<file path="config.mk">
export PLATFORM = sky130hd
export DESIGN_NAME = mem_arbiter_2p
export DESIGN_NICKNAME = d
export VERILOG_FILES = /design/src/rtl/mem_ctrl_pkg.sv /design/src/rtl/mem_arbiter_2p_rr_arb2.sv /design/src/rtl/mem_arbiter_2p.sv
export SDC_FILE = /design/constraint.sdc
export NUM_CORES = 1
export LEC_CHECK = 0
export CAP_MARGIN = 20
export CORE_UTILIZATION = 45
export DETAILED_ROUTE_END_ITERATION = 10
export DONT_BUFFER_PORTS = 1
export HOLD_SLACK_MARGIN = 0.15
export PLACE_DENSITY = 0.72
export REMOVE_ABC_BUFFERS = 1
export SYNTH_ARGS = -nofsm -noshare
export SYNTH_HDL_FRONTEND = slang
export SYNTH_SLANG_ARGS = --single-unit
</file>
<file path="constraint.sdc">
create_clock -name clk -period 2.1 [get_ports clk]
set_clock_uncertainty 0.15 [all_clocks]
set_input_delay 0.21 -clock clk [delete_from_list [all_inputs] [get_ports clk]]
set_output_delay 0.21 -clock clk [all_outputs]
set_load 0.02 [all_outputs]
</file>
<file path="src/rtl/mem_ctrl_pkg.sv">
// Shared types and defaults for the two-port memory arbiter.
package mem_ctrl_pkg;

    localparam int ADDR_W_DEF = 10;
    localparam int DATA_W_DEF = 8;
    localparam int MEM_DEPTH  = 2**ADDR_W_DEF;

    typedef enum logic [1:0] {
        INIT   = 2'd0,
        IDLE   = 2'd1,
        ACCESS = 2'd2
    } state_e;

    typedef enum logic {
        SEL_A = 1'b0,
        SEL_B = 1'b1
    } sel_e;

    // The requester that did not just win.
    function automatic sel_e other_sel(input sel_e s);
        return (s == SEL_A) ? SEL_B : SEL_A;
    endfunction

endpackage

</file>
<file path="src/rtl/mem_arbiter_2p_rr_arb2.sv">
// Two-way round-robin picker. Pure combinational; the priority pointer
// register lives in the parent.
module rr_arb2
    import mem_ctrl_pkg::*;
(
    input  logic req_a,
    input  logic req_b,
    input  sel_e ptr,
    output sel_e sel
);

    // Lone requester wins outright; on contention the pointer decides.
    always_comb begin
        sel = SEL_A;
        if (req_a && req_b) begin
            sel = ptr;
        end else if (req_b) begin
            sel = SEL_B;
        end
    end

endmodule

</file>
<file path="src/rtl/mem_arbiter_2p.sv">
// Two-requester round-robin arbiter and access sequencer for a shared
// single-port memory. Optional macro MEM_INIT_EN adds a power-up pass that
// writes (2*k) mod 2**DATA_W to every address k before requests are served.
//
// state  | meaning
// -------+------------------------------------------------------------
// INIT   | pattern fill, one write per cycle (MEM_INIT_EN builds only)
// IDLE   | waiting for a request; grant issued on the way out
// ACCESS | memory cycle in flight; read data captured on the way out
module mem_arbiter_2p
    import mem_ctrl_pkg::*;
#(
    parameter int ADDR_W = ADDR_W_DEF,
    parameter int DATA_W = DATA_W_DEF
)
(
    input  logic              clk,
    input  logic              rst_n,
    input  logic              req_a,
    input  logic              req_b,
    input  logic              we_a,
    input  logic              we_b,
    input  logic [ADDR_W-1:0] addr_a,
    input  logic [ADDR_W-1:0] addr_b,
    input  logic [DATA_W-1:0] wdata_a,
    input  logic [DATA_W-1:0] wdata_b,
    output logic              gnt_a,
    output logic              gnt_b,
    output logic              rvalid_a,
    output logic              rvalid_b,
    output logic [DATA_W-1:0] rdata_a,
    output logic [DATA_W-1:0] rdata_b,
    output logic              init_done,
    output logic              mem_cs,
    output logic              mem_wr,
    output logic [ADDR_W-1:0] mem_addr,
    output logic [DATA_W-1:0] mem_din,
    input  logic [DATA_W-1:0] mem_dout
);

    state_e            state_q, state_d;
    sel_e              ptr_q, ptr_d;
    sel_e              owner_q, owner_d;
    sel_e              pick;
    logic              gnt_a_q, gnt_a_d;
    logic              gnt_b_q, gnt_b_d;
    logic              rvalid_a_q, rvalid_a_d;
    logic              rvalid_b_q, rvalid_b_d;
    logic [DATA_W-1:0] rdata_a_q, rdata_a_d;
    logic [DATA_W-1:0] rdata_b_q, rdata_b_d;
    logic              mem_cs_q, mem_cs_d;
    logic              mem_wr_q, mem_wr_d;
    logic [ADDR_W-1:0] mem_addr_q, mem_addr_d;
    logic [DATA_W-1:0] mem_din_q, mem_din_d;

`ifdef MEM_INIT_EN
    localparam state_e RST_STATE = INIT;
    logic              init_done_q, init_done_d;
    logic [ADDR_W-1:0] init_addr;

    // The address register doubles as the fill counter: restart at 0 when
    // no write is in flight, otherwise step past the address just written.
    assign init_addr = mem_cs_q ? (mem_addr_q + ADDR_W'(1)) : '0;
    assign init_done = init_done_q;
`else
    localparam state_e RST_STATE = IDLE;
    assign init_done = 1'b1;
`endif

    rr_arb2 u_rr_arb2 (
        .req_a (req_a),
        .req_b (req_b),
        .ptr   (ptr_q),
        .sel   (pick)
    );

    // Next-state and registered-output logic for the sequencer.
    always_comb begin
        state_d    = state_q;
        ptr_d      = ptr_q;
        owner_d    = owner_q;
        gnt_a_d    = 1'b0;
        gnt_b_d    = 1'b0;
        rvalid_a_d = 1'b0;
        rvalid_b_d = 1'b0;
        rdata_a_d  = rdata_a_q;
        rdata_b_d  = rdata_b_q;
        mem_cs_d   = mem_cs_q;
        mem_wr_d   = mem_wr_q;
        mem_addr_d = mem_addr_q;
        mem_din_d  = mem_din_q;
`ifdef MEM_INIT_EN
        init_done_d = init_done_q;
`endif
        case (state_q)
`ifdef MEM_INIT_EN
            INIT: begin
                if (mem_cs_q && (mem_addr_q == '1)) begin
                    mem_cs_d    = 1'b0;
                    mem_wr_d    = 1'b0;
                    init_done_d = 1'b1;
                    state_d     = IDLE;
                end else begin
                    mem_cs_d   = 1'b1;
                    mem_wr_d   = 1'b1;
                    mem_addr_d = init_addr;
                    mem_din_d  = DATA_W'({init_addr, 1'b0});
                end
            end
`endif
            IDLE: begin
                if (req_a || req_b) begin
                    owner_d  = pick;
                    ptr_d    = other_sel(pick);
                    mem_cs_d = 1'b1;
                    state_d  = ACCESS;
                    if (pick == SEL_B) begin
                        gnt_b_d    = 1'b1;
                        mem_wr_d   = we_b;
                        mem_addr_d = addr_b;
                        mem_din_d  = wdata_b;
                    end else begin
                        gnt_a_d    = 1'b1;
                        mem_wr_d   = we_a;
                        mem_addr_d = addr_a;
                        mem_din_d  = wdata_a;
                    end
                end
            end
            ACCESS: begin
                mem_cs_d = 1'b0;
                mem_wr_d = 1'b0;
                state_d  = IDLE;
                if (!mem_wr_q) begin
                    if (owner_q == SEL_B) begin
                        rvalid_b_d = 1'b1;
                        rdata_b_d  = mem_dout;
                    end else begin
                        rvalid_a_d = 1'b1;
                        rdata_a_d  = mem_dout;
                    end
                end
            end
            default: begin
                mem_cs_d = 1'b0;
                mem_wr_d = 1'b0;
                state_d  = IDLE;
            end
        endcase
    end

    // State and output registers; reset drops chip select immediately.
    always_ff @(posedge clk or negedge rst_n) begin
        if (!rst_n) begin
            state_q    <= RST_STATE;
            ptr_q      <= SEL_A;
            owner_q    <= SEL_A;
            gnt_a_q    <= 1'b0;
            gnt_b_q    <= 1'b0;
            rvalid_a_q <= 1'b0;
            rvalid_b_q <= 1'b0;
            rdata_a_q  <= '0;
            rdata_b_q  <= '0;
            mem_cs_q   <= 1'b0;
            mem_wr_q   <= 1'b0;
            mem_addr_q <= '0;
            mem_din_q  <= '0;
`ifdef MEM_INIT_EN
            init_done_q <= 1'b0;
`endif
        end else begin
            state_q    <= state_d;
            ptr_q      <= ptr_d;
            owner_q    <= owner_d;
            gnt_a_q    <= gnt_a_d;
            gnt_b_q    <= gnt_b_d;
            rvalid_a_q <= rvalid_a_d;
            rvalid_b_q <= rvalid_b_d;
            rdata_a_q  <= rdata_a_d;
            rdata_b_q  <= rdata_b_d;
            mem_cs_q   <= mem_cs_d;
            mem_wr_q   <= mem_wr_d;
            mem_addr_q <= mem_addr_d;
            mem_din_q  <= mem_din_d;
`ifdef MEM_INIT_EN
            init_done_q <= init_done_d;
`endif
        end
    end

    assign gnt_a    = gnt_a_q;
    assign gnt_b    = gnt_b_q;
    assign rvalid_a = rvalid_a_q;
    assign rvalid_b = rvalid_b_q;
    assign rdata_a  = rdata_a_q;
    assign rdata_b  = rdata_b_q;
    assign mem_cs   = mem_cs_q;
    assign mem_wr   = mem_wr_q;
    assign mem_addr = mem_addr_q;
    assign mem_din  = mem_din_q;

endmodule

</file>
==> results by group <==
Layout
  – FILL cells: 286
  – P&R area growth vs syn: 35.6%
  – Ratio of cells with drive above 1 in the final layout: 16.6%
  – NumNets Final: 266
  – Antenna Cells: 0
  – Multi-input combinational cell area: 698 um^2
  – Post-layout util: 66.0%
  – Reg area: 0.00108 mm^2
  – Most frequent cells in the layout: dlygate4sd3_1 (50), dfrtp_1 (42), a21oi_1 (21)
  – Most common cell after layout, fill and taps aside: dlygate4sd3_1
  – Final Instance Area: 0.00251 mm^2

Critical path
  – Most frequent cell on the critical path: dlygate4sd3_1
  – Critical path class: in -> reg
  – Largest stage delay on the critical path: 1.05 ns
  – Worst path slowest cell: dlygate4sd3_1
  – CP cell instances: dlygate4sd3_1 > a21oi_1 > dlygate4sd3_1
  – Cell family with most CP delay: buffers and inverters
  – Buf/Inv on CP: 2
  – CP arrival: 2.02 ns
  – Worst setup EP type: register
  – Critical-path maximum fanout: 21
  – Startpoint types: input port
  – Critical Path RT: 2.12 ns

Clock network
  – Reg clk slew, reported paths: 0.08 ns
  – CTS Buf Count: 5
  – Clk root buf: clkbuf_8
  – Skew-Pair Late Insertion Delay: 0.29 ns
  – H-tree levels: 2
  – Clk sinks: 43
  – Clk buf depth: 2
  – CTS tree: yes

Placement
  – Place WS: 0.317 ns
  – Detailed Place HPWL: 3.00 mm
  – Gpl congestion: 0.757
  – Placed instance area: 0.00187 mm^2
  – Port Buf Inserts: 0

Global routing
  – Tot GR Track Use: 25.8%
  – Vias in the first global route: 1651
  – Pin count of the biggest net entering global routing: 44
  – GRT met3 Usage: 7.76%
  – Met1 Use GR: 29.3%
  – M2 GR Usage: 44.1%
  – First-pass GRT wire length: 8.21 mm
  – GRT busiest layer: met2
  – Antenna violations before repair: 0
  – Global route overflow: 0

Drt
  – WL final: 5.15 mm
  – DRC Markers: 0
  – WL per Instance: 19.4 um
  – DRT antenna net count: 0
  – DRT iter0 DRCs: 77
  – Via density: 6.06
  – Vias post-DR: 1606
  – DRT Pass-1 Iters: 4

Outcome
  – Status: finished clean

STA
  – Final Worst Setup Slack: 0.105 ns
  – RSZ-0062 raised after global routing: no
  – Worst-margin pin slew: 0.790 ns
  – Crit share post-route: 95.0%
  – Hold Vio Cnt, Final: 0
  – Fmax achieved: 0.501 GHz
  – Fin crit period: 2.00 ns
  – Relative slew slack: 47.1%
  – Setup TNS Final: 0 ns
  – Final setup fails: 0
  – Hold_ws: 0.225 ns
  – Max Slew Vio Count: 0

Power
  – PwrDens: 1430 mW/mm^2
  – Peak VDD IR: 0.000696 V
  – LEAKAGE: 1.03 nW

Die
  – Die width: 66.1 um
  – IO Pins: 91
  – Initial Util: 48.7%
  – Die area: 0.00437 mm^2
  – Row cnt: 22
  – Core ar.: 0.00380 mm^2
  – Die H: 66.1 um

Flow run
  – Max-cap check violation count: 0

Synthesis
  – Simple-Gate Fraction of Synth Area: 10.4%
  – Largest family of logic cells by synthesized area: compound AO/OA/AOI/OAI gates
  – Synth warnings: 0
  – Synth Area in Adders: 0%
  – Portion of netlist area occupied by mux cells: 9.74%
  – Number of synthesized register bits: 43
  – Sequential fraction of the synthesis area: 58.3%
  – Synth Instances: 167
  – Distinct cells, synth: 25
  – Complex-gate fraction of the synthesized area: 17.3%
  – Post-Synth XOR/XNOR Area: 0%
  – Post-Synthesis Cell Area: 0.00185 mm^2
  – Avg Cell Area, Syn: 11.1 um^2

Worst hold path
  – HP Class: in -> async
-- what timing repair did --
action,CTS,global route
setup endpoints to repair,0,1
buffers inserted,0,2
hold buffers,51,0
hold endpoints to repair,82,0
gates resized for setup,0,1
-- sequential cells by signal, summed over array words and instances (netlist names) --
| signal | count |
|---|---|
| rvalid_b | 1 |
| gnt_a | 1 |
| state_q | 2 |
| rvalid_a | 1 |
| ptr_q | 1 |
| mem_addr | 10 |
| mem_din | 8 |
| mem_wr | 1 |
| gnt_b | 1 |
| rdata_a | 8 |
| owner_q | 1 |
| rdata_b | 8 |
-- per-layer routing --
| metal | vias up | share of wire, % |
|---|---|---|
| met5 | - | 0 |
| met4 | 0 | 3.7 |
| met3 | 18 | 8.3 |
| met2 | 104 | 52 |
| met1 | 779 | 36 |
| li1 | 705 | - |
-- power by group --
group / total (W) / internal (W) / leakage (nW) / switching (W)
logic: 0.00102 / 0.000520 / 0.477 / 0.000500
registers: 0.00202 / 0.00124 / 0.506 / 0.000779
clock network: 0.000542 / 0.000268 / 0.0474 / 0.000274
-- through the flow --
stage,instances,power [W]
final,265,0.00358
after global routing,265,0.00378
after CTS,263,0.00354
after detailed placement,204,0.00289
after global placement,204,0.00281
after floorplan,152,0.00258
-- cell families after synthesis --
group                  count (synthesis)
AOI/OAI and AO/OA                     59
DFF                                   43
and+or+nand+nor                       31
buffers and inverters                 17
muxes                                 16
other                                  1
-- cells in the mapped netlist --
cell       n  area, um^2
and4bb_2   1        12.5
and2b_2    1        8.76
a21o_1     1        7.51
nand3_1   18        90.1
nand2b_1   2        12.5
nor4b_4    1        23.8
or2_2      1        6.26
inv_1      2        7.51
a21oi_1   21         105
buf_4      1        7.51
dfrtp_1   42        1050
nor2b_1    1        6.26
o21ai_1    1        5.00
nor3_1     2        10.0
o21ai_0   18        90.1
conb_1     1        3.75
clkbuf_2   2        10.0
and3_1     1        6.26
mux2_2    16         180
a31oi_1   18         113
clkbuf_1   8        30.0
nor2_1     1        3.75
dfstp_2    1        26.3
and2_1     2        12.5
buf_2      4        20.0
-- final timing paths --
path	from	endpoint	slack (ns)	depth (start not counted)
worst min-delay path	rst_n	rdata_b[6]$_DFFE_PN0P_	0.23	2
worst max-delay path	req_b	gnt_a$_DFF_PN0_	0.10	3
worst max register to register	state_q[1]$_DFFE_PN0P_	gnt_a$_DFF_PN0_	0.20	5
worst min register to register	owner_q$_DFFE_PN0P_	rvalid_a$_DFF_PN0_	0.42	1
min in group clk	req_b	mem_din[1]$_DFFE_PN0P_	0.33	3
max in group asynchronous	rst_n	state_q[0]$_DFFE_PN1P_	1.31	2
-- area by class of cell --
class                   instances  area share [%]
inverters                       2           0.299
clock buffers                   6            3.29
flip-flops and latches         43            43.0
repair buffers                 57            22.6
well taps                      48            2.40
clock inverters                 2           0.649
multi-input cells             107            27.8
No activity file was read; power rests on OpenSTA's default activity.
